**src/rtl/mem_arbiter.sv**
```systemverilog
// Two-requester arbiter in front of a single-port unified memory.
// Requester 0 is the core, requester 1 the loader/debug port. Accesses are
// serialised round-robin, with a bounded lock that lets an owner keep the bus
// for back-to-back grants until the other side has waited long enough.
module mem_arbiter #(
  parameter int AW      = 32,
  parameter int DW      = 32,
  parameter int MAXHOLD = 4
) (
  input  logic          i_clk,
  input  logic          i_reset,
  input  logic          i_req0,
  input  logic          i_req1,
  input  logic          i_we0,
  input  logic          i_we1,
  input  logic          i_lock0,
  input  logic          i_lock1,
  input  logic [AW-1:0] i_addr0,
  input  logic [AW-1:0] i_addr1,
  input  logic [DW-1:0] i_wdata0,
  input  logic [DW-1:0] i_wdata1,
  output logic          o_gnt0,
  output logic          o_gnt1,
  output logic          o_rvalid0,
  output logic          o_rvalid1,
  output logic [DW-1:0] o_rdata,
  output logic          o_mem_we,
  output logic [AW-1:0] o_mem_adr,
  output logic [DW-1:0] o_mem_wd,
  input  logic [DW-1:0] i_mem_rd
);

  localparam int HW = $clog2(MAXHOLD + 1);
  localparam logic [HW:0] HOLD_LIMIT = MAXHOLD[HW:0];

  typedef enum logic {IDLE, ACCESS} state_t;

  state_t        r_state;
  state_t        w_state_next;
  logic          r_owner;
  logic          w_owner_next;
  logic          r_last;
  logic [HW-1:0] r_hold_cnt;
  logic [HW-1:0] w_hold_next;
  logic [DW-1:0] r_rdata;
  logic          r_rvalid0;
  logic          r_rvalid1;

  logic          w_req_own;
  logic          w_req_other;
  logic          w_we_own;
  logic          w_lock_own;
  logic [AW-1:0] w_addr_own;
  logic [DW-1:0] w_wdata_own;
  logic          w_gnt;
  logic [HW:0]   w_hold_inc;
  logic          w_at_limit;
  logic [HW-1:0] w_hold_sat;
  logic          w_stay;

  assign w_req_own   = r_owner ? i_req1   : i_req0;
  assign w_req_other = r_owner ? i_req0   : i_req1;
  assign w_we_own    = r_owner ? i_we1    : i_we0;
  assign w_lock_own  = r_owner ? i_lock1  : i_lock0;
  assign w_addr_own  = r_owner ? i_addr1  : i_addr0;
  assign w_wdata_own = r_owner ? i_wdata1 : i_wdata0;

  // A grant happens only while the owner still requests; reset vetoes it so a
  // write in the reset cycle never reaches memory.
  assign w_gnt = (r_state == ACCESS) && w_req_own && !i_reset;

  // The hold count is computed one bit wider so the +1 can never wrap, then
  // saturated back into the register width.
  assign w_hold_inc = {1'b0, r_hold_cnt} + 1'b1;
  assign w_at_limit = (w_hold_inc >= HOLD_LIMIT);
  assign w_hold_sat = w_at_limit ? HOLD_LIMIT[HW-1:0] : w_hold_inc[HW-1:0];
  assign w_stay     = w_lock_own && !(w_at_limit && w_req_other);

  // Next-state, owner selection, hold counting and memory-side outputs.
  always_comb begin
    w_state_next = r_state;
    w_owner_next = r_owner;
    w_hold_next  = r_hold_cnt;
    o_gnt0       = 1'b0;
    o_gnt1       = 1'b0;
    o_mem_we     = 1'b0;
    o_mem_adr    = '0;
    o_mem_wd     = '0;
    case (r_state)
      IDLE: begin
        if (i_req0 && i_req1) begin
          w_owner_next = ~r_last;
          w_state_next = ACCESS;
        end else if (i_req0) begin
          w_owner_next = 1'b0;
          w_state_next = ACCESS;
        end else if (i_req1) begin
          w_owner_next = 1'b1;
          w_state_next = ACCESS;
        end
      end
      ACCESS: begin
        o_mem_adr = w_addr_own;
        o_mem_wd  = w_wdata_own;
        if (w_req_own) begin
          o_gnt0      = ~r_owner;
          o_gnt1      = r_owner;
          o_mem_we    = w_we_own;
          w_hold_next = w_hold_sat;
          if (!w_stay) begin
            w_state_next = IDLE;
            w_hold_next  = '0;
          end
        end else begin
          w_state_next = IDLE;
          w_hold_next  = '0;
        end
      end
      default: w_state_next = IDLE;
    endcase
    if (i_reset) begin
      o_gnt0    = 1'b0;
      o_gnt1    = 1'b0;
      o_mem_we  = 1'b0;
      o_mem_adr = '0;
      o_mem_wd  = '0;
    end
  end

  // Arbitration state: FSM, owner, last winner and hold count.
  always_ff @(posedge i_clk) begin
    if (i_reset) begin
      r_state    <= IDLE;
      r_owner    <= 1'b0;
      r_last     <= 1'b1;
      r_hold_cnt <= '0;
    end else begin
      r_state    <= w_state_next;
      r_owner    <= w_owner_next;
      r_hold_cnt <= w_hold_next;
      if (w_gnt) r_last <= r_owner;
    end
  end

  // Read return path: capture memory data on a read grant and pulse rvalid.
  always_ff @(posedge i_clk) begin
    if (i_reset) begin
      r_rdata   <= '0;
      r_rvalid0 <= 1'b0;
      r_rvalid1 <= 1'b0;
    end else begin
      r_rvalid0 <= w_gnt && !w_we_own && !r_owner;
      r_rvalid1 <= w_gnt && !w_we_own && r_owner;
      if (w_gnt && !w_we_own) r_rdata <= i_mem_rd;
    end
  end

  assign o_rdata   = r_rdata;
  assign o_rvalid0 = r_rvalid0 && !i_reset;
  assign o_rvalid1 = r_rvalid1 && !i_reset;

endmodule

```
**config.mk**
```make
export PLATFORM = sky130hd
export DESIGN_NAME = mem_arbiter
export DESIGN_NICKNAME = d
export VERILOG_FILES = /design/src/rtl/mem_arbiter.sv
export SDC_FILE = /design/constraint.sdc
export NUM_CORES = 1
export LEC_CHECK = 0
export ABC_AREA = 1
export CORE_AREA = 2 2 104 106
export CTS_CLUSTER_DIAMETER = 150
export DETAILED_ROUTE_END_ITERATION = 8
export DIE_AREA = 0 0 106 108
export PLACE_DENSITY = 0.73
export SLEW_MARGIN = 0
export SYNTH_ARGS = -nofsm -noshare
export SYNTH_HDL_FRONTEND = slang
export SYNTH_SLANG_ARGS = --single-unit
```
**constraint.sdc**
```tcl
create_clock -name i_clk -period 1.55 [get_ports i_clk]
set_clock_uncertainty 0.1 [all_clocks]
set_input_delay 0.31 -clock i_clk [delete_from_list [all_inputs] [get_ports i_clk]]
set_output_delay 0.31 -clock i_clk [all_outputs]
set_load 0.05 [all_outputs]
```
======== Yosys cells after proc, flatten, opt, wreduce, memory -nomap -nowiden ========
Cells that the tools add are included.
operators by class
  bitwise logic cells ..................... 3
  add/subtract/negate cells ............... 1
  mux-type cells .......................... 31
  magnitude comparators ................... 1
  reductions and logical operators ........ 16
operators with widths
  cell                                                               number
  2-to-1 mux 32 bit                                                  6
  2-to-1 mux 1 bit                                                   21
  logical AND 1 bit                                                  10
  2-to-1 mux 3 bit                                                   3
  adder 3 x 1 -> 4 bit, second input constant                        1
  greater-or-equal comparator 4 x 3 -> 1 bit, second input constant  1
  logical NOT 1 bit                                                  4
  NOT 1 bit                                                          3
  nonzero test 3 bit                                                 1
  one-hot mux 1 bit (2 select lines)                                 1
  AND reduction 2 bit                                                1
storage, ports and cells
  logic and storage cells ................. 59
  input port bits ......................... 168
  output and inout bits ................... 101
  bits in registers ....................... 40

======== Depth between registers and ports, before layout ========
Gate-level depths: netlist of the first run.
  depth after elaboration ................. 8
  gate-level depth with buffers ........... 9

======== Worst setup path before layout of the first run ========
OpenSTA, ideal clock, no wires.
  kind .................................... in2out
  start ................................... input i_reset
  end ..................................... output o_mem_adr[0]
  data arrival time ....................... 1.695 ns
  buffers on the path ..................... 3
  setup slack ............................. -0.555 ns
  required time ........................... 1.140 ns
  cell stages on the path ................. 6
  cells stage by stage .................... clkbuf_1 > nor2_2 > buf_2 > buf_2 > o21ai_0 > nor2_1
between the ends
  word-level cells in the longest chain between the ends .. 1
ends and longest elaborated chain
  element             RTL line  text
  start: declaration  11        input logic i_reset,
  2-to-1 mux 32 bit   121       if (i_reset) begin
  end: declaration    28        output logic [AW-1:0] o_mem_adr,
No other way between the ends.

======== Worst setup path in the final report of the first run ========
  start ................................... register r_state
  end ..................................... output o_mem_we
between the ends
  word-level cells in the longest chain between the ends .. 2
ends and longest elaborated chain
  element                   RTL line  text
  start: declaration        38        state_t r_state;
  start signal: assignment  138       r_state <= w_state_next;
  2-to-1 mux 1 bit          89        case (r_state)
  2-to-1 mux 1 bit          121
  end: declaration          27        output logic o_mem_we,
No other way between the ends.

==> results of run 1 <==
## tightest hold or removal path, cell delays in order, from the launching register on
cell and delay, ns:
dfxtp_1 0.33, nand2_1 0.07, a21oi_1 0.05
## state kept, by name (all words and copies together), names as in the netlist
| name | cells |
|---|---|
| r_rvalid1 | 1 |
| r_state | 1 |
| o_rdata | 32 |
| r_hold_cnt | 3 |
| r_owner | 1 |
| r_last | 1 |
| r_rvalid0 | 1 |
## layer usage
metal	GRT usage	up-vias	routed length, um
met5	0	-	0
met4	0.0977	0	507
met3	0.0868	30	1410
met1	0.261	1810	5400
li1	-	1902	-
met2	0.439	185	7610
## Yosys cell counts
cell / instances / area share
a21oi_1: 10 / 0.019
and2_1: 1 / 0.0023
inv_1: 8 / 0.011
o21ai_2: 1 / 0.0033
nor2_2: 1 / 0.0023
nor2_1: 136 / 0.19
nand2_4: 2 / 0.0084
nand3_4: 1 / 0.0065
buf_2: 11 / 0.021
nand2_1: 55 / 0.077
inv_2: 1 / 0.0014
buf_12: 3 / 0.022
a21oi_2: 30 / 0.098
nand2_2: 30 / 0.070
dfxtp_1: 40 / 0.30
nand3_1: 3 / 0.0056
clkbuf_1: 12 / 0.017
o21ai_0: 65 / 0.12
inv_4: 1 / 0.0023
o21bai_1: 1 / 0.0028
buf_6: 2 / 0.0084
ha_1: 1 / 0.0047
buf_1: 5 / 0.0070
## final timing paths
kind | startpoint | end | slack [ns] | cells past startpoint
setup / recovery | r_state$_SDFF_PP0_ | o_mem_we | -0.36 | 8
hold / removal | r_hold_cnt[1]$_SDFFE_PP0P_ | r_hold_cnt[1]$_SDFFE_PP0P_ | 0.40 | 2
hold reg to reg | r_hold_cnt[1]$_SDFFE_PP0P_ | r_hold_cnt[1]$_SDFFE_PP0P_ | 0.40 | 2
setup reg to reg | r_state$_SDFF_PP0_ | o_rdata[13]$_SDFFE_PP0P_ | -0.25 | 11
## cell families (layout without fill, tap and decap cells)
logic type                 Yosys count  count (layout)
AOI/OAI and AO/OA                  107             107
adders and majority gates            1               1
DFF                                 40              40
and+or+nand+nor                    229             229
buffers and inverters               43             325
## stage by stage
step           worst slack (ns)  total power (uW)  hold slack (ns)
6_report                 -0.359              3660            0.397
4_1_cts                  -0.383              3620            0.399
3_3_place_gp             -0.232              2820            0.370
3_5_place_dp             -0.277              2850            0.388
2_1_floorplan            -0.153              1870            0.346
5_1_grt                  -0.431              3800            0.428
## area by class of cell
type | instances | area share
repair buffers | 307 | 0.544
well taps | 136 | 0.0219
clock inverters | 2 | 0.00210
flip-flops and latches | 40 | 0.104
inverters | 10 | 0.00709
clock buffers | 6 | 0.00935
multi-input cells | 337 | 0.311
## what timing repair did
item / in CTS / in global routing
buffers inserted: 3 / 5
pin swaps: 2 / 22
endpoints found under the setup margin: 94 / 104
gates cloned: 3 / 4
gates resized for setup: 54 / 36
## power by group through the flow
stage                     registers (uW)  clock network (uW)  logic (uW)
after floorplan                     1130                   0         733
after global placement              1100                   0        1730
after detailed placement            1100                   0        1750
after CTS                           1070                 723        1820
after global routing                1080                 754        1970
final                               1080                 688        1890
==> flow_summary.yaml, run 1 <==
finish:
  seq_area_um2: 806
  multi_input_area_mm2: 0.00242
  fillCellCount: 654
  n_antenna_cell: 0
  area_growth_pct: 189
  post-route-util: 0.759
  final_cell_area_mm2: 0.00776
  final_cells: 838
  drive_above_1_share: 0.457
  nNetsFinal: 870
  final_cell_mix: "clkdlybuf4s50_1, buf_12, nor2_4"
  final_common_cell: "clkdlybuf4s50_1"
sta:
  fmax_ghz: 0.524
  rsz0062_at_grt: "yes"
  slew_viol_final: 0
  setup_tns_ns: -27.50
  worstMarginPinSlew_ns: 0.382
  setup_ws_ns: -0.359
  hold_viol: 0
  min_period_ns: 1.91
  slew_headroom: 0.745
  period_share: 1.23
  finalSetupViolCount: 100
die:
  coreArea_mm2: 0.0102
  placementRows: 37
  initial_core_util: 0.262
  die_h_um: 108
  die_area_mm2: 0.0114
  io_pins: 269
  fp.dieW_um: 106
detailed_routing:
  routedWlPerCell_um: 17.8
  vias: 3927
  drc_errors: 0
  drt_pass1_iterations: 4
  drt-initial-drc-count: 135
  ant_nets: 0
  viasPerCell: 4.69
  wirelength_um: 14900
worst_setup_path:
  path_buf_inv: 5
  crit_path_cell_trace: "inv_2 > nor2_4 > buf_6 > buf_6 > clkbuf_16 > nand2_2 > nor2_4 > buf_12"
  critPathMaxFanout: 6
  critPathSlowestCell: "dfxtp_2"
  path_class: "register to primary output"
  critical_path.endpoint_type: "primary output"
  cp-start-kind: "register"
  arrival_ns: 1.50
  slowest_delay_ns: 0.34
  required_ns: 1.14
  crit_family: "buffers and inverters"
global_route:
  overflow: 0
  grt_pass1_wl_um: 22000
  antenna_found_initial: 0
  grt_pass1_vias: 4033
  grt_util_all_layers: 0.244
  grt_max_degree: 34
pwr:
  power_frac_seq: 0.294
  leakage_uw: 0.00278
  p_int_uw: 2350
  swShare: 0.358
  p_sw_uw: 1310
  clockPowerShare: 0.188
  vdd_drop_max_mv: 0.433
  pwr_density_cell_mw_per_mm2: 471
  comb_power_share: 0.518
synth:
  synth_top_family_by_area: "simple AND/OR/NAND/NOR gates"
  synth_xor_xnor_area_share: 0
  synthAdderAreaFrac: 0.00467
  ys_seq_elements: 40
  muxShareOfSynthArea: 0
  synth_nets: 589
  syn_avg_cell_area_um2: 6.38
  yosys.area_share.simple: 0.363
  synth_area_mm2: 0.00268
  synth_compound_area_frac: 0.244
  ys_seq_area_frac: 0.299
  yosys_warnings: 0
  yosysUniqueCellTypes: 23
  syn_inst: 420
placement:
  port_buffers: 268
  place_inst: 818
  place_area_mm2: 0.00723
  gp_congestion: 0.900
  dpl.hpwl_um: 11500
run:
  maxCapViolations: 0
clock_network:
  cts_tree: "done"
  clockBufferDepth: 2
  path_clk_slew_ns: 0.07
  clkSinkCount: 40
  cts-root-buf: "clkbuf_8"
  clkLatencyLatePin_ns: 0.28
  holdBufCountCts: 0
  cts_htree_levels: 2
  numCtsBuffers: 5
hold_path:
  hold_path_class: "register to register"
outcome:
  status: "complete, but fails checks"
  violations: "negative setup slack"
Power figures use the tool's default switching activity.
==> inputs of run 2 (changes only) <==
- CORE_AREA: 2 2 104 106 -> 2 2 103 105
- DIE_AREA: 0 0 106 108 -> 0 0 105 107
- PLACE_DENSITY: 0.73 -> 0.77
- clock period: 1.55 -> 1.75 ns (I/O delays scaled with it)
==> flow_summary.yaml, run 2 (synthesized netlist as in run 1, its figures left out) <==
finish:
  fillCellCount: 698
  seq_area_um2: 806
  area_growth_pct: 175
  drive_above_1_share: 0.482
  largest_reg_flops: 32
  post-route-util: 0.730
  multi_input_area_mm2: 0.00243
  final_common_cell: "clkdlybuf4s50_1"
  final_cell_mix: "clkdlybuf4s50_1, buf_12, nor2_4"
  nNetsFinal: 871
  n_antenna_cell: 0
sta:
  slew_viol_final: 0
  slew_headroom: 0.613
  hold_viol: 0
  setup_tns_ns: -12.29
  fmax_ghz: 0.503
  rsz0062_at_grt: "yes"
  setup_ws_ns: -0.237
  min_period_ns: 1.99
  worstMarginPinSlew_ns: 0.581
  finalSetupViolCount: 67
  period_share: 1.14
worst_setup_path:
  slowest_delay_ns: 0.34
  required_ns: 1.30
  crit_family: "buffers and inverters"
  crit_path_cell_trace: "inv_2 > nor2_4 > buf_12 > buf_12 > buf_12 > o21ai_4 > nor2_4 > buf_12"
  critPathMaxFanout: 6
  critPathSlowestCell: "dfxtp_2"
  critical_path.endpoint_type: "primary output"
  path_class: "register to primary output"
  path_buf_inv: 5
  ff2ff_path_depth: 8
  cp-start-kind: "register"
  arrival_ns: 1.54
  worst_path_most_repeated_cell: "buf_12"
  path_depth: 8
placement:
  port_buffers: 268
  dpl.hpwl_um: 10600
  gp_congestion: 0.833
die:
  die_area_mm2: 0.0112
  placementRows: 37
  coreArea_mm2: 0.0101
  die_h_um: 107
  io_pins: 269
  initial_core_util: 0.266
  fp.dieW_um: 105
pwr:
  pwr_density_cell_mw_per_mm2: 460
  leakage_uw: 0.00269
  vdd_drop_max_mv: 0.552
global_route:
  top_usage_layer: "met2"
  use_met1: 0.263
  grt_max_degree: 42
  grt_pass1_wl_um: 21200
  antenna_found_initial: 0
  grt_util_all_layers: 0.237
  grt_pass1_vias: 4041
  met2_usage: 0.434
  gr-usage-met3: 0.0717
  overflow: 0
outcome:
  violations: "negative setup slack"
  status: "complete, but fails checks"
detailed_routing:
  wirelength_um: 15000
  drt-initial-drc-count: 188
  drc_errors: 0
  viasPerCell: 4.76
  vias: 3990
  ant_nets: 0
  drt_pass1_iterations: 6
  routedWlPerCell_um: 17.8
clock_network:
  holdBufCountCts: 0
  cts_htree_levels: 2
  numCtsBuffers: 5
  clkSinkCount: 40
  cts-root-buf: "clkbuf_8"
  cts_tree: "done"
  path_clk_slew_ns: 0.08
  clockBufferDepth: 2
  clkLatencyLatePin_ns: 0.30
hold_path:
  hold_path_class: "register to register"
  hold_depth: 2
run:
  maxCapViolations: 0
-- run 2: changes by cell type in the layout (fill, tap and decap cells not counted), sizes merged --
cell,change
buf,+2
clkbuf,-2
clkinv,-2
bufinv,+1
clkinvlp,+1
inv,+1
-- run 2: report_power, final --
group	switching [uW]	leakage, uW	internal [uW]
Sequential	16.5	0.000324	930
Combinational	826	0.00231	844
Clock	344	0.0000548	430
Total	1190	0.00269	2200
-- run 2: repair_timing --
action,in CTS,in global routing
buffers inserted,4,9
gates cloned,3,3
pin swaps,23,19
gates resized for setup,64,66
endpoints found under the setup margin,69,76
-- run 2: path summary, 6_finish.rpt --
path,endpoint,slack [ns],startpoint
worst max-delay path,o_mem_adr[15],-0.24,r_state$_SDFF_PP0_
worst min-delay path,o_rdata[26]$_SDFFE_PP0P_,0.38,o_rdata[26]$_SDFFE_PP0P_
worst max register to register,o_rdata[30]$_SDFFE_PP0P_,0.10,r_owner$_SDFFE_PP0P_
worst min register to register,o_rdata[26]$_SDFFE_PP0P_,0.38,o_rdata[26]$_SDFFE_PP0P_
-- run 2: area by class of cell --
cell class,count,share of cell area
timing repair buffer,308,0.516
inverter,10,0.00628
multi-input combinational,337,0.330
sequential,40,0.109
tap,136,0.0231
clock inverter,3,0.00628
clock buffer,5,0.00934
-- run 2: worst min-delay path, stage by stage (launching register included) --
cell and delay (ns):
dfxtp_1 0.31, nand2_1 0.08, a21oi_2 0.05
-- run 2: metrics by stage --
step / power [uW] / hold slack (ns) / worst slack [ns] / cell area [um2] / instances
after floorplan: 1620 / 0.362 / -0.109 / 3240 / 420
after global routing: 3520 / 0.408 / -0.303 / 7370 / 839
after detailed placement: 2440 / 0.369 / -0.238 / 6730 / 818
after global placement: 2420 / 0.356 / -0.186 / 6730 / 818
final: 3390 / 0.384 / -0.237 / 7370 / 839
after CTS: 3310 / 0.383 / -0.278 / 7070 / 829
-- run 2: metal layers --
metal	share of wire	wire length [um]
met1	0.38	5620
met2	0.51	7680
met3	0.082	1230
met4	0.029	434
met5	0	0
